`config.mk`:
```
export PLATFORM = sky130hd
export DESIGN_NAME = if_id_fetch_queue_flat
export DESIGN_NICKNAME = d
export VERILOG_FILES = /design/src/rtl/if_id_fetch_queue_pkg.sv /design/src/rtl/if_id_fetch_queue_if.sv /design/src/rtl/if_id_fetch_queue_sync_fifo.sv /design/src/rtl/if_id_fetch_queue.sv /design/src/flat_wrapper.sv
export SDC_FILE = /design/constraint.sdc
export NUM_CORES = 1
export LEC_CHECK = 0
export ABC_CLOCK_PERIOD_IN_PS = 6400
export CAP_MARGIN = 20
export CORE_MARGIN = 2
export CORE_UTILIZATION = 40
export CTS_BUF_LIST = sky130_fd_sc_hd__clkbuf_16
export CTS_CLUSTER_SIZE = 24
export DETAILED_ROUTE_END_ITERATION = 8
export PLACE_DENSITY = 0.78
export SETUP_SLACK_MARGIN = 0.3
export SLEW_MARGIN = 20
export SYNTH_ARGS = -nofsm -noshare
export SYNTH_HDL_FRONTEND = slang
export SYNTH_SLANG_ARGS = --single-unit
export TNS_END_PERCENT = 100
```
`constraint.sdc`:
```
create_clock -name clk -period 6.4 [get_ports clk]
set_input_delay 1.28 -clock clk [delete_from_list [all_inputs] [get_ports clk]]
set_output_delay 1.28 -clock clk [all_outputs]
set_load 0.01 [all_outputs]
```
`src/rtl/if_id_fetch_queue_pkg.sv`:
```
// rtl/if_id_fetch_queue_pkg.sv - shared RV32I word and fetch packet types for the IF/ID queue
package if_id_fetch_queue_pkg;

    typedef logic [31:0] rv32i_word;

    typedef struct packed {
        rv32i_word pc;
        rv32i_word instr;
    } fetch_pkt_t;

    // addi x0,x0,0
    localparam rv32i_word NOP_INSTR = 32'h00000013;

    localparam int FETCH_PKT_W = $bits(fetch_pkt_t);

endpackage

```
`src/rtl/if_id_fetch_queue_if.sv`:
```
// rtl/if_id_fetch_queue_if.sv - IF-side push and ID-side pop handshake bundle for the fetch queue
interface if_id_fetch_queue_if #(
    parameter int DEPTH = 2
);
    import if_id_fetch_queue_pkg::*;

    localparam int CW = $clog2(DEPTH) + 1;

    rv32i_word        IF_pc_i;
    rv32i_word        IF_instr_i;
    logic             IF_valid_i;
    logic             IF_ready_o;
    rv32i_word        ID_pc_o;
    rv32i_word        ID_instr_o;
    logic             ID_valid_o;
    logic             ID_ready_i;
    logic             flush_i;
    logic [CW-1:0]    count_o;

    // Pipeline side: drives fetches, consumes decodes, issues redirects
    modport master (
        output IF_pc_i, IF_instr_i, IF_valid_i, ID_ready_i, flush_i,
        input  IF_ready_o, ID_pc_o, ID_instr_o, ID_valid_o, count_o
    );

    // Queue side
    modport slave (
        input  IF_pc_i, IF_instr_i, IF_valid_i, ID_ready_i, flush_i,
        output IF_ready_o, ID_pc_o, ID_instr_o, ID_valid_o, count_o
    );

endinterface

```
`src/rtl/if_id_fetch_queue_sync_fifo.sv`:
```
// rtl/if_id_fetch_queue_sync_fifo.sv - generic synchronous FIFO with push/pop/clear and occupancy
module sync_fifo #(
    parameter  int WIDTH = 64,
    parameter  int DEPTH = 2,
    localparam int PW    = $clog2(DEPTH),
    localparam int CW    = $clog2(DEPTH) + 1
) (
    input  logic             clk,
    input  logic             rst_n,
    input  logic             push,
    input  logic             pop,
    input  logic             clear,
    input  logic [WIDTH-1:0] wdata,
    output logic [WIDTH-1:0] rdata,
    output logic             full,
    output logic             empty,
    output logic [CW-1:0]    count
);

    logic [WIDTH-1:0] mem [DEPTH];
    logic [PW-1:0]    wr_ptr;
    logic [PW-1:0]    rd_ptr;

    // Pointers and occupancy; clear wins over push/pop, pointers wrap modulo DEPTH
    always_ff @(posedge clk or negedge rst_n) begin
        if (!rst_n) begin
            wr_ptr <= '0;
            rd_ptr <= '0;
            count  <= '0;
        end else if (clear) begin
            wr_ptr <= '0;
            rd_ptr <= '0;
            count  <= '0;
        end else begin
            if (push) begin
                wr_ptr <= wr_ptr + PW'(1);
            end
            if (pop) begin
                rd_ptr <= rd_ptr + PW'(1);
            end
            count <= count + CW'(push) - CW'(pop);
        end
    end

    // Storage needs no reset: an entry is only read after it has been written
    always_ff @(posedge clk) begin
        if (push && !clear) begin
            mem[wr_ptr] <= wdata;
        end
    end

    // Status flags and head-of-queue read
    always_comb begin
        full  = (count == CW'(DEPTH));
        empty = (count == '0);
        rdata = mem[rd_ptr];
    end

    a_count_bound: assert property (@(posedge clk) disable iff (!rst_n) count <= CW'(DEPTH));
    a_no_overflow: assert property (@(posedge clk) disable iff (!rst_n) !(push && full && !pop));

endmodule

```
`src/rtl/if_id_fetch_queue.sv`:
```
// rtl/if_id_fetch_queue.sv - IF-to-ID decoupling queue with redirect flush and NOP on empty
module if_id_fetch_queue
    import if_id_fetch_queue_pkg::rv32i_word, if_id_fetch_queue_pkg::fetch_pkt_t;
#(
    parameter int        DEPTH     = 2,
    parameter rv32i_word NOP_INSTR = if_id_fetch_queue_pkg::NOP_INSTR
) (
    input  logic              clk,
    input  logic              rst,
    if_id_fetch_queue_if.slave q
);

    localparam int CW = $clog2(DEPTH) + 1;

    fetch_pkt_t    wr_pkt;
    fetch_pkt_t    head_pkt;
    logic          fifo_full;
    logic          fifo_empty;
    logic [CW-1:0] fifo_count;
    logic          push;
    logic          pop;

    // Handshake qualification; ready comes only from registered occupancy so ID
    // never has a combinational path back to IF
    always_comb begin
        q.IF_ready_o = rst & ~fifo_full;
        q.ID_valid_o = ~fifo_empty;
        push         = q.IF_valid_i & q.IF_ready_o & ~q.flush_i;
        pop          = q.ID_valid_o & q.ID_ready_i & ~q.flush_i;
        wr_pkt.pc    = q.IF_pc_i;
        wr_pkt.instr = q.IF_instr_i;
        q.count_o    = fifo_count;
    end

    sync_fifo #(
        .WIDTH ($bits(fetch_pkt_t)),
        .DEPTH (DEPTH)
    ) u_fifo (
        .clk   (clk),
        .rst_n (rst),
        .push  (push),
        .pop   (pop),
        .clear (q.flush_i),
        .wdata (wr_pkt),
        .rdata (head_pkt),
        .full  (fifo_full),
        .empty (fifo_empty),
        .count (fifo_count)
    );

    // Decode sees a NOP at PC 0 whenever nothing is queued, never stale storage
    always_comb begin
        q.ID_pc_o    = head_pkt.pc;
        q.ID_instr_o = head_pkt.instr;
        if (fifo_empty) begin
            q.ID_pc_o    = '0;
            q.ID_instr_o = NOP_INSTR;
        end
    end

endmodule
```
`src/flat_wrapper.sv`:
```
// flat-port wrapper written by rule: the top's interface ports become plain ports
module if_id_fetch_queue_flat import if_id_fetch_queue_pkg::rv32i_word, if_id_fetch_queue_pkg::fetch_pkt_t;
#(
    parameter int        DEPTH     = 2,
    parameter rv32i_word NOP_INSTR = if_id_fetch_queue_pkg::NOP_INSTR
)
  (clk, rst, q_IF_pc_i, q_IF_instr_i, q_IF_valid_i, q_ID_ready_i, q_flush_i, q_IF_ready_o, q_ID_pc_o, q_ID_instr_o, q_ID_valid_o, q_count_o);
  if_id_fetch_queue_if #(.DEPTH(DEPTH)) q_i ();
  input  logic clk;
  input  logic rst;
  input wire logic [$bits(q_i.IF_pc_i)-1:0] q_IF_pc_i;
  input wire logic [$bits(q_i.IF_instr_i)-1:0] q_IF_instr_i;
  input wire logic [$bits(q_i.IF_valid_i)-1:0] q_IF_valid_i;
  input wire logic [$bits(q_i.ID_ready_i)-1:0] q_ID_ready_i;
  input wire logic [$bits(q_i.flush_i)-1:0] q_flush_i;
  output wire logic [$bits(q_i.IF_ready_o)-1:0] q_IF_ready_o;
  output wire logic [$bits(q_i.ID_pc_o)-1:0] q_ID_pc_o;
  output wire logic [$bits(q_i.ID_instr_o)-1:0] q_ID_instr_o;
  output wire logic [$bits(q_i.ID_valid_o)-1:0] q_ID_valid_o;
  output wire logic [$bits(q_i.count_o)-1:0] q_count_o;
  assign q_i.IF_pc_i = q_IF_pc_i;
  assign q_i.IF_instr_i = q_IF_instr_i;
  assign q_i.IF_valid_i = q_IF_valid_i;
  assign q_i.ID_ready_i = q_ID_ready_i;
  assign q_i.flush_i = q_flush_i;
  assign q_IF_ready_o = q_i.IF_ready_o;
  assign q_ID_pc_o = q_i.ID_pc_o;
  assign q_ID_instr_o = q_i.ID_instr_o;
  assign q_ID_valid_o = q_i.ID_valid_o;
  assign q_count_o = q_i.count_o;
  if_id_fetch_queue #(.DEPTH(DEPTH), .NOP_INSTR(NOP_INSTR)) u_core (.clk(clk), .rst(rst), .q(q_i));
endmodule
```
==> impl_results.md <==
- Outcome: completed
- Die W: between 100 and 150 µm
- Most common cell after layout, fill and taps aside: clkdlybuf4s50_1
- End of the worst hold path: u_core.u_fifo.count[1]
- Peak Freq: 0.2594 GHz
- Hold_sp: u_core.u_fifo.count[1]
- Die footprint: 13,620 µm²
- Leak: approximately 2.3 nW
- Clock-pin slew on the worst setup and hold paths: roughly 0.05 ns
- RePlAce Congestion: a little over 0.7
- Yosys top cell by area: edfxtp_1
- Fin Hold WS: 0.6686 ns
- Post-synthesis cell type count: 22
- Post-placement cell count: 594
- Longest Clk Path Bufs: 2
- Area Growth Syn to Fin: 40.47%
- Final Core Density: between 50% and 60%
- Minimum setup slack among reg-to-reg paths: around 4.3 ns
- PwrDens: slightly below 300 nW/µm²
- Hpwl dp: 5830 µm
- Fin cells: roughly 630
- Row count: between 40 and 50
- Seq/Total Area, Yosys: ~78%
- Most frequent cells in the layout: clkdlybuf4s50_1, edfxtp_1, nor2_1, mux2i_1, clkbuf_16
- CP arrival: 2.57 ns
- Clk_lat worst skew: about 0.4 ns
- Initial antenna violation count: 0
- First-iteration detailed-routing DRC count: 162
- Clock sinks: between 100 and 150
- # diodes: 0
- Worst-margin pin slew: about 0.9 ns
- First-pass GRT wire length: 14,480 µm
- PortBufs: about 140
- Die extent in y: 116.7 µm
- Worst setup SP type: input port
- Max rail drop VDD: 0.1406 mV
- CTS Buf Count: 17
- Final ANT Viol Nets: 0
- Setup Crit Path Kind: input port to output pin
- Fin nets: 513
- TritonRoute pass-1 iters: 5
- I/O Pins: 137
- Worst r2r src: u_core.u_fifo.count[0]
- Starting density of the core: 40.58%
- Largest net degree at the start of global routing: 66
- Worst r2r path cells: 4
- Filler cell count: between 1,000 and 1,500
- DRC Markers: 0
- Flops & latches, synth: 132
- RSZ-0062 raised after global routing: no
- Setup-failing EPs final: 0
- R2r endpoint: u_core.u_fifo.mem[1][48]
- Yosys top cell area share: 75.67%
- Mapped Cells: 297
- Setup Skew: 0.009208 ns
- Worst hold path class: flip-flop to flip-flop
- Htree depth: 4
- Placeable Area: 12,520 µm²
- Via count: 2,878
- Gr usage total: 14.32%
- Storage cell area: 3948 µm²
- Postcts setup bufs: 0
- Cts repair resizes: 0
- Area of the multi-input gates: ~1100 µm²
- CTS tree: built
- Req. time, crit path: between 5 and 6 ns
- Avg Inst Size Synth: 17.10 µm²
- Min Tclk post-route: 3.855 ns
- Crit Path Max Fanout: 6
- Hold Path Stages: 2
- Slew HR: 41.13%
- Via/cell ratio: roughly 4.6
- Pins Over Slew Limit: 0
- CTS hold repair buffers: 0
- Wirelength per Cell: roughly 15 µm
- Root buffer cell: clkbuf_16
- GRT Residual Overflow: 0
- Share of cells above drive strength 1: 7.930%
- Power, Total: 2.097 mW
- Worst setup EP type: output pin
- Total wire length: 9591 µm
- Synth area leaders: edfxtp_1, mux2i_1, nor2_1
- Post-synth net total: 368
- Post-Syn Area: 5080 µm²
- Setup TNS: 0 ns
- Ys Warns: 0
- Vias in the first global route: about 3,000
- Final period utilization: between 60% and 70%
- Final hold violations: 0
- Max_cap viols: 0
==> critical path, stage by stage <==
cell and delay [ns]:
clkdlybuf4s50_1 0.60, and2_1 0.16, clkdlybuf4s50_1 0.53
==> power by group <==
| part | switching, mW | leakage [nW] | internal [mW] | total [mW] |
|---|---|---|---|---|
| registers | 0.0181 | 1.21 | 0.974 | 0.992 |
| logic | 0.128 | 0.870 | 0.161 | 0.288 |
| clock network | 0.337 | 0.247 | 0.480 | 0.816 |
==> metal layers <==
| layer | vias to the layer above | GRT usage [%] | part of all wire [%] |
|---|---|---|---|
| met5 | - | 0 | 0 |
| met4 | 0 | 5.882 | 1.3 |
| met3 | 11 | 5.034 | 7.2 |
| met2 | 107 | 23.78 | 49 |
| met1 | 1375 | 17.07 | 42 |
| li1 | 1385 | - | - |
==> cells in the mapped netlist <==
master	n
mux2_1	1
nor2_2	1
nor2_1	65
nor3b_1	1
nand2_1	3
nand3_2	1
clkbuf_1	1
buf_2	7
or2_1	1
ha_1	2
dfrtp_1	4
and2_1	2
xor2_1	2
nand2b_1	1
inv_1	2
buf_4	1
mux2i_1	64
o21ai_1	1
edfxtp_1	128
buf_6	5
nor2b_1	2
nor3_1	2
==> registers in the layout, summed over array words and instances, names as in the netlist <==
register              flops
u_core.u_fifo.wr_ptr      1
u_core.u_fifo.count       2
u_core.u_fifo.mem       128
u_core.u_fifo.rd_ptr      1
==> kinds of logic after synthesis <==
family          after synthesis  share of synthesized area (%)
mux                          65                          12.83
fa+ha+maj                     2                         0.4925
simple gates                 79                          6.429
xor+xnor                      2                         0.3449
compound gates                1                        0.09843
flops                       132                          77.64
buf+inv                      16                          2.167
==> metrics by stage <==
| stage | cell area, µm² | worst slack (ns) |
|---|---|---|
| 2_1_floorplan | 5090 | 1.921 |
| 3_3_place_gp | 6608 | 2.544 |
| 3_5_place_dp | 6608 | 2.533 |
| 4_1_cts | 7108 | 2.525 |
| 5_1_grt | 7136 | 2.406 |
| 6_report | 7136 | 2.545 |
==> worst max-delay path by stage <==
stage / endpoint / from / slack [ns] / depth (start not counted)
detailed placement: q_IF_ready_o / rst / 2.53 / 3
global route: q_ID_instr_o[15] / u_core.u_fifo.count[1] / 2.41 / 4
global placement: q_IF_ready_o / rst / 2.54 / 3
finish: q_IF_ready_o / rst / 2.55 / 3
CTS: q_ID_instr_o[15] / u_core.u_fifo.count[1] / 2.52 / 4
floorplan: u_core.u_fifo.mem[0][0] / q_flush_i / 1.92 / 2
==> final cells by class <==
type                            count  area share (%)
Clock buffer                       17           5.962
Clock inverter                     14           1.052
Inverter                            2          0.1052
Multi-Input combinational cell    149           14.76
Sequential cell                   132           55.32
Tap cell                          172           3.016
Timing Repair Buffer              140           19.78
(Power assumes the default switching activity.)
